### config.mk
export PLATFORM = sky130hd
export DESIGN_NAME = butterfly_injector
export DESIGN_NICKNAME = d
export VERILOG_FILES = /design/src/rtl/bfly_pkg.sv /design/src/rtl/bfly_fifo.sv /design/src/rtl/butterfly_injector.sv
export SDC_FILE = /design/constraint.sdc
export NUM_CORES = 1
export LEC_CHECK = 0
export CELL_PAD_IN_SITES_DETAIL_PLACEMENT = 0
export CELL_PAD_IN_SITES_GLOBAL_PLACEMENT = 1
export CORE_UTILIZATION = 45
export CTS_CLUSTER_SIZE = 25
export DETAILED_ROUTE_END_ITERATION = 10
export PLACE_DENSITY_LB_ADDON = 0.1
export SLEW_MARGIN = 30
export SYNTH_ARGS = -nofsm -noshare
export SYNTH_HDL_FRONTEND = slang
export SYNTH_SLANG_ARGS = --single-unit
### constraint.sdc
create_clock -name clk -period 3 [get_ports clk]
set_clock_uncertainty 0.15 [all_clocks]
set_input_delay 0.9 -clock clk [delete_from_list [all_inputs] [get_ports clk]]
set_output_delay 0.9 -clock clk [all_outputs]
set_load 0.1 [all_outputs]
### src/rtl/bfly_pkg.sv
// Shared butterfly-network definitions: packet layout, lane count, FSM state type.
// BUTTERFLY_INJECTOR_PARITY_EN narrows seq to 2 bits and adds an even-parity bit at [32].
package bfly_pkg;

    localparam int unsigned LANES    = 16;
    localparam int unsigned DEST_W   = $clog2(LANES);
    localparam int unsigned DATA_W   = 32;
    localparam int unsigned PKT_W    = 40;
    localparam int unsigned MSG_W    = DEST_W + DATA_W;

    localparam int unsigned VALID_BIT = 39;
    localparam int unsigned DEST_LSB  = 35;
    localparam int unsigned SEQ_MSB   = 34;

`ifdef BUTTERFLY_INJECTOR_PARITY_EN
    localparam int unsigned SEQ_W   = 2;
    localparam int unsigned PAR_BIT = 32;
`else
    localparam int unsigned SEQ_W   = 3;
`endif
    localparam int unsigned SEQ_LSB = SEQ_MSB - SEQ_W + 1;

    typedef enum logic [0:0] {
        ST_EMPTY   = 1'b0,
        ST_PRESENT = 1'b1
    } bfly_state_e;

    typedef struct packed {
        logic [DEST_W-1:0] dest;
        logic [DATA_W-1:0] data;
    } bfly_msg_t;

    function automatic logic [PKT_W-1:0] make_pkt(input bfly_msg_t msg,
                                                  input logic [SEQ_W-1:0] seq);
        logic [PKT_W-1:0] pkt;
        pkt                        = '0;
        pkt[VALID_BIT]             = 1'b1;
        pkt[DEST_LSB +: DEST_W]    = msg.dest;
        pkt[SEQ_LSB +: SEQ_W]      = seq;
        pkt[DATA_W-1:0]            = msg.data;
`ifdef BUTTERFLY_INJECTOR_PARITY_EN
        // Even parity over dest/seq and payload; the valid bit is excluded.
        pkt[PAR_BIT] = ^{pkt[VALID_BIT-1:SEQ_LSB], pkt[DATA_W-1:0]};
`endif
        return pkt;
    endfunction

endpackage

### src/rtl/bfly_fifo.sv
// Circular message FIFO for the injector; power-of-two DEPTH, synchronous flush.
module bfly_fifo #(
    parameter int unsigned DEPTH = 4,
    parameter int unsigned WIDTH = 36
) (
    input  logic                   clk,
    input  logic                   rst,
    input  logic                   flush,
    input  logic                   push,
    input  logic [WIDTH-1:0]       wdata,
    input  logic                   pop,
    output logic [WIDTH-1:0]       rdata,
    output logic [$clog2(DEPTH):0] level,
    output logic                   full,
    output logic                   empty
);

    localparam int unsigned PTR_W = $clog2(DEPTH);

    logic [WIDTH-1:0] mem [DEPTH];
    logic [PTR_W-1:0] wr_ptr_q, rd_ptr_q;
    logic [PTR_W:0]   count_q;
    logic             do_push, do_pop;

    assign full    = (count_q == (PTR_W+1)'(DEPTH));
    assign empty   = (count_q == '0);
    assign do_push = push && !full;
    assign do_pop  = pop && !empty;
    assign rdata   = mem[rd_ptr_q];
    assign level   = count_q;

    always_ff @(posedge clk or posedge rst) begin
        if (rst) begin
            wr_ptr_q <= '0;
            rd_ptr_q <= '0;
            count_q  <= '0;
        end else if (flush) begin
            wr_ptr_q <= '0;
            rd_ptr_q <= '0;
            count_q  <= '0;
        end else begin
            // Pointers wrap naturally because DEPTH is a power of two.
            if (do_push) wr_ptr_q <= wr_ptr_q + 1'b1;
            if (do_pop)  rd_ptr_q <= rd_ptr_q + 1'b1;
            case ({do_push, do_pop})
                2'b10:   count_q <= count_q + 1'b1;
                2'b01:   count_q <= count_q - 1'b1;
                default: count_q <= count_q;
            endcase
        end
    end

    always_ff @(posedge clk) begin
        if (do_push && !flush) mem[wr_ptr_q] <= wdata;
    end

endmodule

### src/rtl/butterfly_injector.sv
// Butterfly network injector: queues messages and presents one stamped packet per lane slot.
// Optional parity format selected by BUTTERFLY_INJECTOR_PARITY_EN (see bfly_pkg).
module butterfly_injector
    import bfly_pkg::*;
#(
    parameter int unsigned DEPTH  = 4,
    parameter logic [3:0]  SRC_ID = 4'd0
) (
    input  logic                   clk,
    input  logic                   rst,
    input  logic                   in_valid,
    output logic                   in_ready,
    input  logic [DEST_W-1:0]      in_dest,
    input  logic [DATA_W-1:0]      in_data,
    input  logic                   grant_i,
    input  logic                   flush_i,
    output logic [PKT_W-1:0]       pkt_o,
    output logic [3:0]             src_o,
    output logic [$clog2(DEPTH):0] level_o,
    output logic [15:0]            launch_cnt
);

    bfly_state_e      state_q, state_d;
    logic [PKT_W-1:0] pkt_q, pkt_d;
    logic [SEQ_W-1:0] seq_q, seq_d;
    logic [15:0]      cnt_q, cnt_d;

    logic             fifo_full, fifo_empty;
    logic             accept, launch, load;
    bfly_msg_t        in_msg, head_msg;
    logic [MSG_W-1:0] head_raw;

    assign in_msg   = '{dest: in_dest, data: in_data};
    assign head_msg = bfly_msg_t'(head_raw);

    assign in_ready = !fifo_full && !flush_i;
    assign accept   = in_valid && in_ready;
    assign launch   = (state_q == ST_PRESENT) && grant_i && !flush_i;
    // A new packet enters the slot when it is free or being vacated by a launch.
    assign load     = !fifo_empty && !flush_i && ((state_q == ST_EMPTY) || launch);

    bfly_fifo #(
        .DEPTH (DEPTH),
        .WIDTH (MSG_W)
    ) u_fifo (
        .clk   (clk),
        .rst   (rst),
        .flush (flush_i),
        .push  (accept),
        .wdata (in_msg),
        .pop   (load),
        .rdata (head_raw),
        .level (level_o),
        .full  (fifo_full),
        .empty (fifo_empty)
    );

    always_comb begin
        state_d = state_q;
        pkt_d   = pkt_q;
        seq_d   = seq_q;
        cnt_d   = cnt_q;
        if (flush_i) begin
            state_d = ST_EMPTY;
            pkt_d   = '0;
        end else begin
            if (launch && (cnt_q != 16'hFFFF)) cnt_d = cnt_q + 16'd1;
            if (load) begin
                state_d = ST_PRESENT;
                pkt_d   = make_pkt(head_msg, seq_q);
                seq_d   = seq_q + 1'b1;
            end else if (launch) begin
                state_d = ST_EMPTY;
                pkt_d   = '0;
            end
        end
    end

    always_ff @(posedge clk or posedge rst) begin
        if (rst) begin
            state_q <= ST_EMPTY;
            pkt_q   <= '0;
            seq_q   <= '0;
            cnt_q   <= '0;
        end else begin
            state_q <= state_d;
            pkt_q   <= pkt_d;
            seq_q   <= seq_d;
            cnt_q   <= cnt_d;
        end
    end

    assign pkt_o      = pkt_q;
    assign src_o      = SRC_ID;
    assign launch_cnt = cnt_q;

endmodule
==> summary.txt, run 1 <==
Finish
  – Final std cells w/o fill: 793
  – # fillers: 1333
  – Core Util, Final: 0.585
  – Syn-to-layout area delta: 25.8%
  – Layout cells sized above 1: 0.299
  – Total Nets Final: 600
  – Multi-input logic area: 2010 um2
  – Reg area: 5980 um2
  – Ant. Diodes: 0

STA
  – Relative slew margins: 0.625
  – Final setup viols: 0
  – Unrepaired setup endpoints after global routing: false
  – Final worst-path setup slack: 92.2 ps
  – Setup tns final: 0 ps
  – Final Critical Period: 2910 ps
  – Worst Max-Slew Pin Slew: 563 ps
  – Final period utilization: 0.969
  – Final hold vios: 0
  – Fmax achieved: 0.344 GHz
  – Max Slew Vio Count: 0

Synth
  – Post-Syn Area: 8100 um2
  – Synthesized flop and latch total: 210
  – Yosys top cell area share: 0.534
  – Largest family of logic cells by synthesized area: multiplexers
  – Synth cell count leaders: edfxtp_1 (144), dfrtp_1 (66), a22o_1 (39)
  – Simple-gate portion of the synthesized area: 0.0547
  – Synth top area cells: edfxtp_1 (53%), dfrtp_1 (20%), mux4_2 (10%)
  – Ys async rst share: 0.314
  – Synth Area in Compound Gates: 0.0460
  – EDFF count, synth: 144
  – Mean Syn Cell Area: 19.1 um2
  – Main flop type after synthesis: edfxtp_1
  – Sequential share of the synthesized area: 0.738
  – Gate Count Post-Synth: 424
  – Post-synthesis mux area share: 0.110
  – Distinct cell type count of the synthesized netlist: 43
  – Most frequent cell after synthesis: edfxtp_1
  – Largest area contributor in the netlist: edfxtp_1
  – Warnings from Yosys: 0
  – XOR/XNOR Fraction of Synth Area: 0.0206
  – Adder-cell share of the synthesized area: 0.0117

Clock network
  – Clock transition at path regs: 60 ps
  – Root buf cell: clkbuf_16
  – PostCTS Resize Cnt: 0
  – Clock Latency Late Sink: 500 ps
  – Hold buffer count at cts: 0
  – Total CTS buffers: 22
  – CTS Sinks: 210
  – CTS max path bufs: 3
  – Htree depth: 1
  – CTS tree: done
  – Post-CTS Setup Inserts: 0

GRT
  – GRT Residual Overflow: 0
  – Vias in the first global route: 4532
  – Tot GR Track Use: 0.181
  – First-pass GRT wire length: 25100 um
  – Largest net degree at the start of global routing: 47
  – Initial antenna violation count: 0

Worst setup path
  – Crit-path max FO: 5
  – Worst setup path startpoint: flush_i
  – Critical path buffer and inverter count: 2
  – Worst-path cell chain: clkdlybuf4s50_1 -> nor2_2 -> buf_12
  – CP required: 1950 ps
  – Startpoint Class: primary input
  – Cell family with most CP delay: buffers and inverters
  – Worst reg2reg path depth: 7
  – WP depth: 3
  – CP max stage cell: clkdlybuf4s50_1
  – Critical Path Sink: in_ready
  – FF-to-FF Start: u_fifo.level[2]
  – Flop2flop setup slack: 930 ps
  – Arrival time at the worst endpoint: 1860 ps
  – R2r endpoint: u_fifo.level[2]
  – Kind of critical path: in2out
  – CP Capture Type: primary output
  – Crit path largest cell delay: 550 ps

Run status
  – Status: completed

Route
  – Routed vias: 4295
  – Wirelength per Cell: 19.9 um
  – Detail Route Antenna Nets: 0
  – Final WL: 15800 um
  – Vias/cell: 5.42
  – First-iteration detailed-routing DRC count: 221
  – Pre-antenna DRT Iters: 4
  – DRC: 0

Floorplanning
  – Chip width: 136 um
  – Die area: 18500 um2
  – Initial Util: 0.465
  – Height of the die: 136 um
  – # rows: 48
  – Core Area: 17400 um2
  – # IOs: 105

Place
  – Dpl cells: 753
  – Port buffer count: 100
  – Placer Congestion: 0.825
  – Place WS: 73.5 ps
  – Detail Placement HPWL: 9810 um

Power
  – Final Power: 10.3 mW
  – Lkg Pwr: 3.86 nW
  – Cell Pwr Density: 1010 nW/um2
  – Worst vdd ir: 638 uV

Worst hold path
  – Hold crit path type: reg2reg

Job
  – Total of max-cap violations: 0
==> cell type report <==
type,count,area share
Multi-Input combinational cell,187,0.197
Sequential cell,210,0.587
Tap cell,225,0.0276
Timing Repair Buffer,126,0.119
Clock inverter,4,0.00553
Inverter,5,0.00197
Clock buffer,36,0.0622
==> logic make-up (layout without fill, tap and decap cells) <==
logic type	after synthesis	in the layout
buffers and inverters	30	171
AND/OR/NAND/NOR	70	70
AO/OA/AOI/OAI	44	44
flip-flops	210	210
adder cells (fa/ha/maj)	7	7
other	1	4
XOR/XNOR	19	19
multiplexers	43	43
==> per-stage QoR <==
| stage | area, um2 | hold slack (ps) |
|---|---|---|
| 2_1_floorplan | 8120 | 295 |
| 3_3_place_gp | 9490 | 312 |
| 3_5_place_dp | 9490 | 315 |
| 4_1_cts | 10200 | 328 |
| 5_1_grt | 10200 | 348 |
| 6_report | 10200 | 327 |
==> routing by layer <==
layer	wire, um	track usage	vias to the layer above
met5	0	0	-
met3	721	0.0362	27
met4	312	0.0457	0
met1	6940	0.240	2242
met2	7820	0.306	98
li1	-	-	1928
==> worst min-delay path by stage <==
| stage | start | to | slack, ps | depth (start not counted) |
|---|---|---|---|---|
| 2_1_floorplan | seq_q[2] | seq_q[2] | 300 | 1 |
| 3_3_place_gp | seq_q[2] | seq_q[2] | 310 | 1 |
| 3_5_place_dp | seq_q[2] | seq_q[2] | 320 | 1 |
| 4_1_cts | seq_q[2] | seq_q[2] | 330 | 1 |
| 5_1_grt | seq_q[2] | seq_q[2] | 350 | 1 |
| 6_report | seq_q[2] | seq_q[2] | 330 | 1 |
==> power by group <==
part | leakage, nW | total [mW] | internal, mW | switching [mW]
Combinational | 1.34 | 3.86 | 1.17 | 2.69
Clock | 0.335 | 2.57 | 1.53 | 1.04
Sequential | 2.19 | 3.84 | 3.51 | 0.330
==> sequential cells by signal (all words and copies together), names as in the netlist <==
name             cells
u_fifo.wr_ptr_q      2
state_q              1
u_fifo.rd_ptr_q      2
u_fifo.mem         144
launch_cnt          16
seq_q                3
pkt_o               39
u_fifo.level         3
==> placed cells by master, fill, tap and decap left out, types with 10 or more instances in the layout <==
master           synthesis  final
edfxtp_1               144    144
buf_4                    8     73
dfrtp_1                 66     64
clkdlybuf4s50_1          0     40
a22o_1                  39     39
mux4_2                  36     36
clkbuf_16                0     22
buf_12                   0     13
xnor2_1                 12     12
clkbuf_1                 9     11
nor2_1                  11     10
nand3_1                 10     10
Note: power is estimated with default switching activity, not from simulation.
==> inputs of run 2 (changes only) <==
--- a/config.mk
+++ b/config.mk
@@ -7,10 +7,11 @@
 export LEC_CHECK = 0
 export CELL_PAD_IN_SITES_DETAIL_PLACEMENT = 0
 export CELL_PAD_IN_SITES_GLOBAL_PLACEMENT = 1
+export CORE_MARGIN = 3
 export CORE_UTILIZATION = 45
 export CTS_CLUSTER_SIZE = 25
 export DETAILED_ROUTE_END_ITERATION = 10
-export PLACE_DENSITY_LB_ADDON = 0.1
+export PLACE_DENSITY = 0.76
 export SLEW_MARGIN = 30
 export SYNTH_ARGS = -nofsm -noshare
 export SYNTH_HDL_FRONTEND = slang
==> summary.txt, run 2 (synthesis results as in run 1) <==
Worst setup path
  – FF-to-FF Start: u_fifo.level[2]
  – Arrival time at the worst endpoint: 1860 ps (about the same)
  – CP Capture Type: primary output
  – Flop2flop setup slack: 900 ps (-30 ps)
  – Crit-path max FO: 7 (+2)
  – Worst reg2reg path depth: 7 (unchanged)
  – CP required: 1950 ps (about the same)
  – Kind of critical path: in2out
  – R2r endpoint: u_fifo.level[2]
  – Startpoint Class: primary input
  – Critical Path Sink: in_ready
  – Worst setup path startpoint: flush_i

Run status
  – Status: completed

Floorplanning
  – Core Area: 17500 um2 (+0.35%)
  – Chip width: 140 um (+2.9%)
  – Die area: 19600 um2 (+6.0%)
  – Height of the die: 140 um (+2.9%)
  – Initial Util: 0.463 (-0.00160)
  – # rows: 48 (unchanged)
  – # IOs: 105 (unchanged)

GRT
  – Tot GR Track Use: 0.159 (-0.0218)
  – First-pass GRT wire length: 25000 um (-0.63%)
  – Vias in the first global route: 4533 (+0.022%)
  – Initial antenna violation count: 0 (unchanged)
  – GRT Residual Overflow: 0 (unchanged)
  – Largest net degree at the start of global routing: 43 (-8.5%)

Place
  – Port buffer count: 100 (unchanged)
  – Detail Placement HPWL: 9790 um (-0.12%)
  – Placer Congestion: 0.724 (-12%)

Clock network
  – CTS max path bufs: 3 (unchanged)
  – Root buf cell: clkbuf_16
  – Htree depth: 1 (unchanged)
  – CTS Sinks: 210 (unchanged)
  – Clock Latency Late Sink: 500 ps (about the same)
  – Hold buffer count at cts: 0 (unchanged)
  – Post-CTS Setup Inserts: 0 (unchanged)
  – Total CTS buffers: 22 (unchanged)
  – CTS tree: done
  – PostCTS Resize Cnt: 0 (unchanged)
  – Clock transition at path regs: 60 ps (about the same)

Route
  – Pre-antenna DRT Iters: 6 (+2)
  – Routed vias: 4287 (-0.19%)
  – First-iteration detailed-routing DRC count: 225 (+1.8%)
  – Vias/cell: 5.43 (+0.32%)
  – Detail Route Antenna Nets: 0 (unchanged)
  – DRC: 0 (unchanged)
  – Final WL: 15400 um (-2.3%)
  – Wirelength per Cell: 19.6 um (-1.8%)

Power
  – NetSw: 4.03 mW (-0.67%)
  – Combinational group share of total power: 0.361 (-0.015)
  – Seq pwr share: 0.365 (-0.009)
  – Worst vdd ir: 940 uV (+47%)
  – Sw frac: 0.382 (-0.0126)
  – Lkg Pwr: 3.89 nW (+0.69%)
  – Cell-internal power: 6.51 mW (+4.8%)
  – Final Power: 10.5 mW (+2.6%)
  – Cell Pwr Density: 1030 nW/um2 (+2.1%)
  – Clock share of power: 0.274 (+0.024)

STA
  – Worst Max-Slew Pin Slew: 616 ps (+52.9 ps)
  – Relative slew margins: 0.589 (-0.0353)
  – Setup tns final: 0 ps (unchanged)
  – Hold slack: 337 ps (+10.1 ps)
  – Fmax achieved: 0.343 GHz (-0.21%)
  – Final period utilization: 0.971 (+0.00201)
  – Final hold vios: 0 (unchanged)
  – Max Slew Vio Count: 0 (unchanged)
  – Unrepaired setup endpoints after global routing: false
  – Final Critical Period: 2910 ps (+6.02 ps)
  – Final setup viols: 0 (unchanged)

Worst hold path
  – Hold crit path type: reg2reg
  – Hold_sp: seq_q[2]

Finish
  – Total Nets Final: 596 (-0.67%)
  – Layout cells sized above 1: 0.301 (+0.00212)
  – Most frequent cells in the layout: edfxtp_1 (144), buf_4 (70), dfrtp_1 (64)
  – Commonest non-fill, non-tap cell in the layout: edfxtp_1
  – # fillers: 1320 (-0.98%)
  – Ant. Diodes: 0 (unchanged)
  – Syn-to-layout area delta: 26.4%
  – Largest register by flop count: u_fifo.mem
  – Max FFs per register: 144 (unchanged)
  – Core Util, Final: 0.586 (+0.00114)

Job
  – Total of max-cap violations: 0 (unchanged)
[run 2: cell types whose count changed in the layout (fill, tap and decap cells not counted)]
cell       before  now
clkinv_8        1    0
clkbuf_16      22   23
buf_12         13   12
bufinv_16       1    4
buf_4          73   70
clkbuf_8        3    4
clkbuf_1       11    6
clkinv_1        0    1
[run 2: stage by stage]
stage	instance area, um2	setup slack, ps	cells
final	10200	86.2	789
after global routing	10200	15.2	789
after CTS	10200	74.3	789
after detailed placement	9450	64.6	749
after global placement	9450	81.5	749
after floorplan	8120	-111	427
[run 2: area by class of cell]
class,instances,area [um2],share of cell area
multi-input combinational,187,2010,0.196
inverter,5,20.0,0.00196
tap,225,282,0.0275
sequential,210,5980,0.584
timing repair buffer,122,1170,0.114
clock inverter,7,134,0.0131
clock buffer,33,653,0.0638
[run 2: how the worst min path moves through the flow]
stage                          end  slack [ps]  cells after the start
after floorplan           seq_q[2]         300                      1
final                     seq_q[2]         340                      1
after global routing      seq_q[2]         370                      1
after detailed placement  seq_q[2]         330                      1
after CTS                 seq_q[2]         340                      1
after global placement    seq_q[2]         310                      1
[run 2: power by group through the flow]
stage,logic (mW),clock network (mW),registers (mW)
2_1_floorplan,1.31,0,5.47
3_3_place_gp,3.83,0,3.88
5_1_grt,4.00,3.08,3.90
4_1_cts,3.86,2.95,3.85
6_report,3.81,2.89,3.84
3_5_place_dp,3.85,0,3.90
[run 2: routing by layer]
layer | wire (um) | track usage | share of wire
met5 | 0 | 0 | 0
met4 | 190 | 0.0352 | 0.012
met3 | 1100 | 0.0399 | 0.071
met2 | 7550 | 0.255 | 0.49
met1 | 6580 | 0.225 | 0.43
[run 2: worst max-delay path, stage by stage]
cell	delay, ps
clkdlybuf4s50_1	560
nor2_2	210
buf_12	190
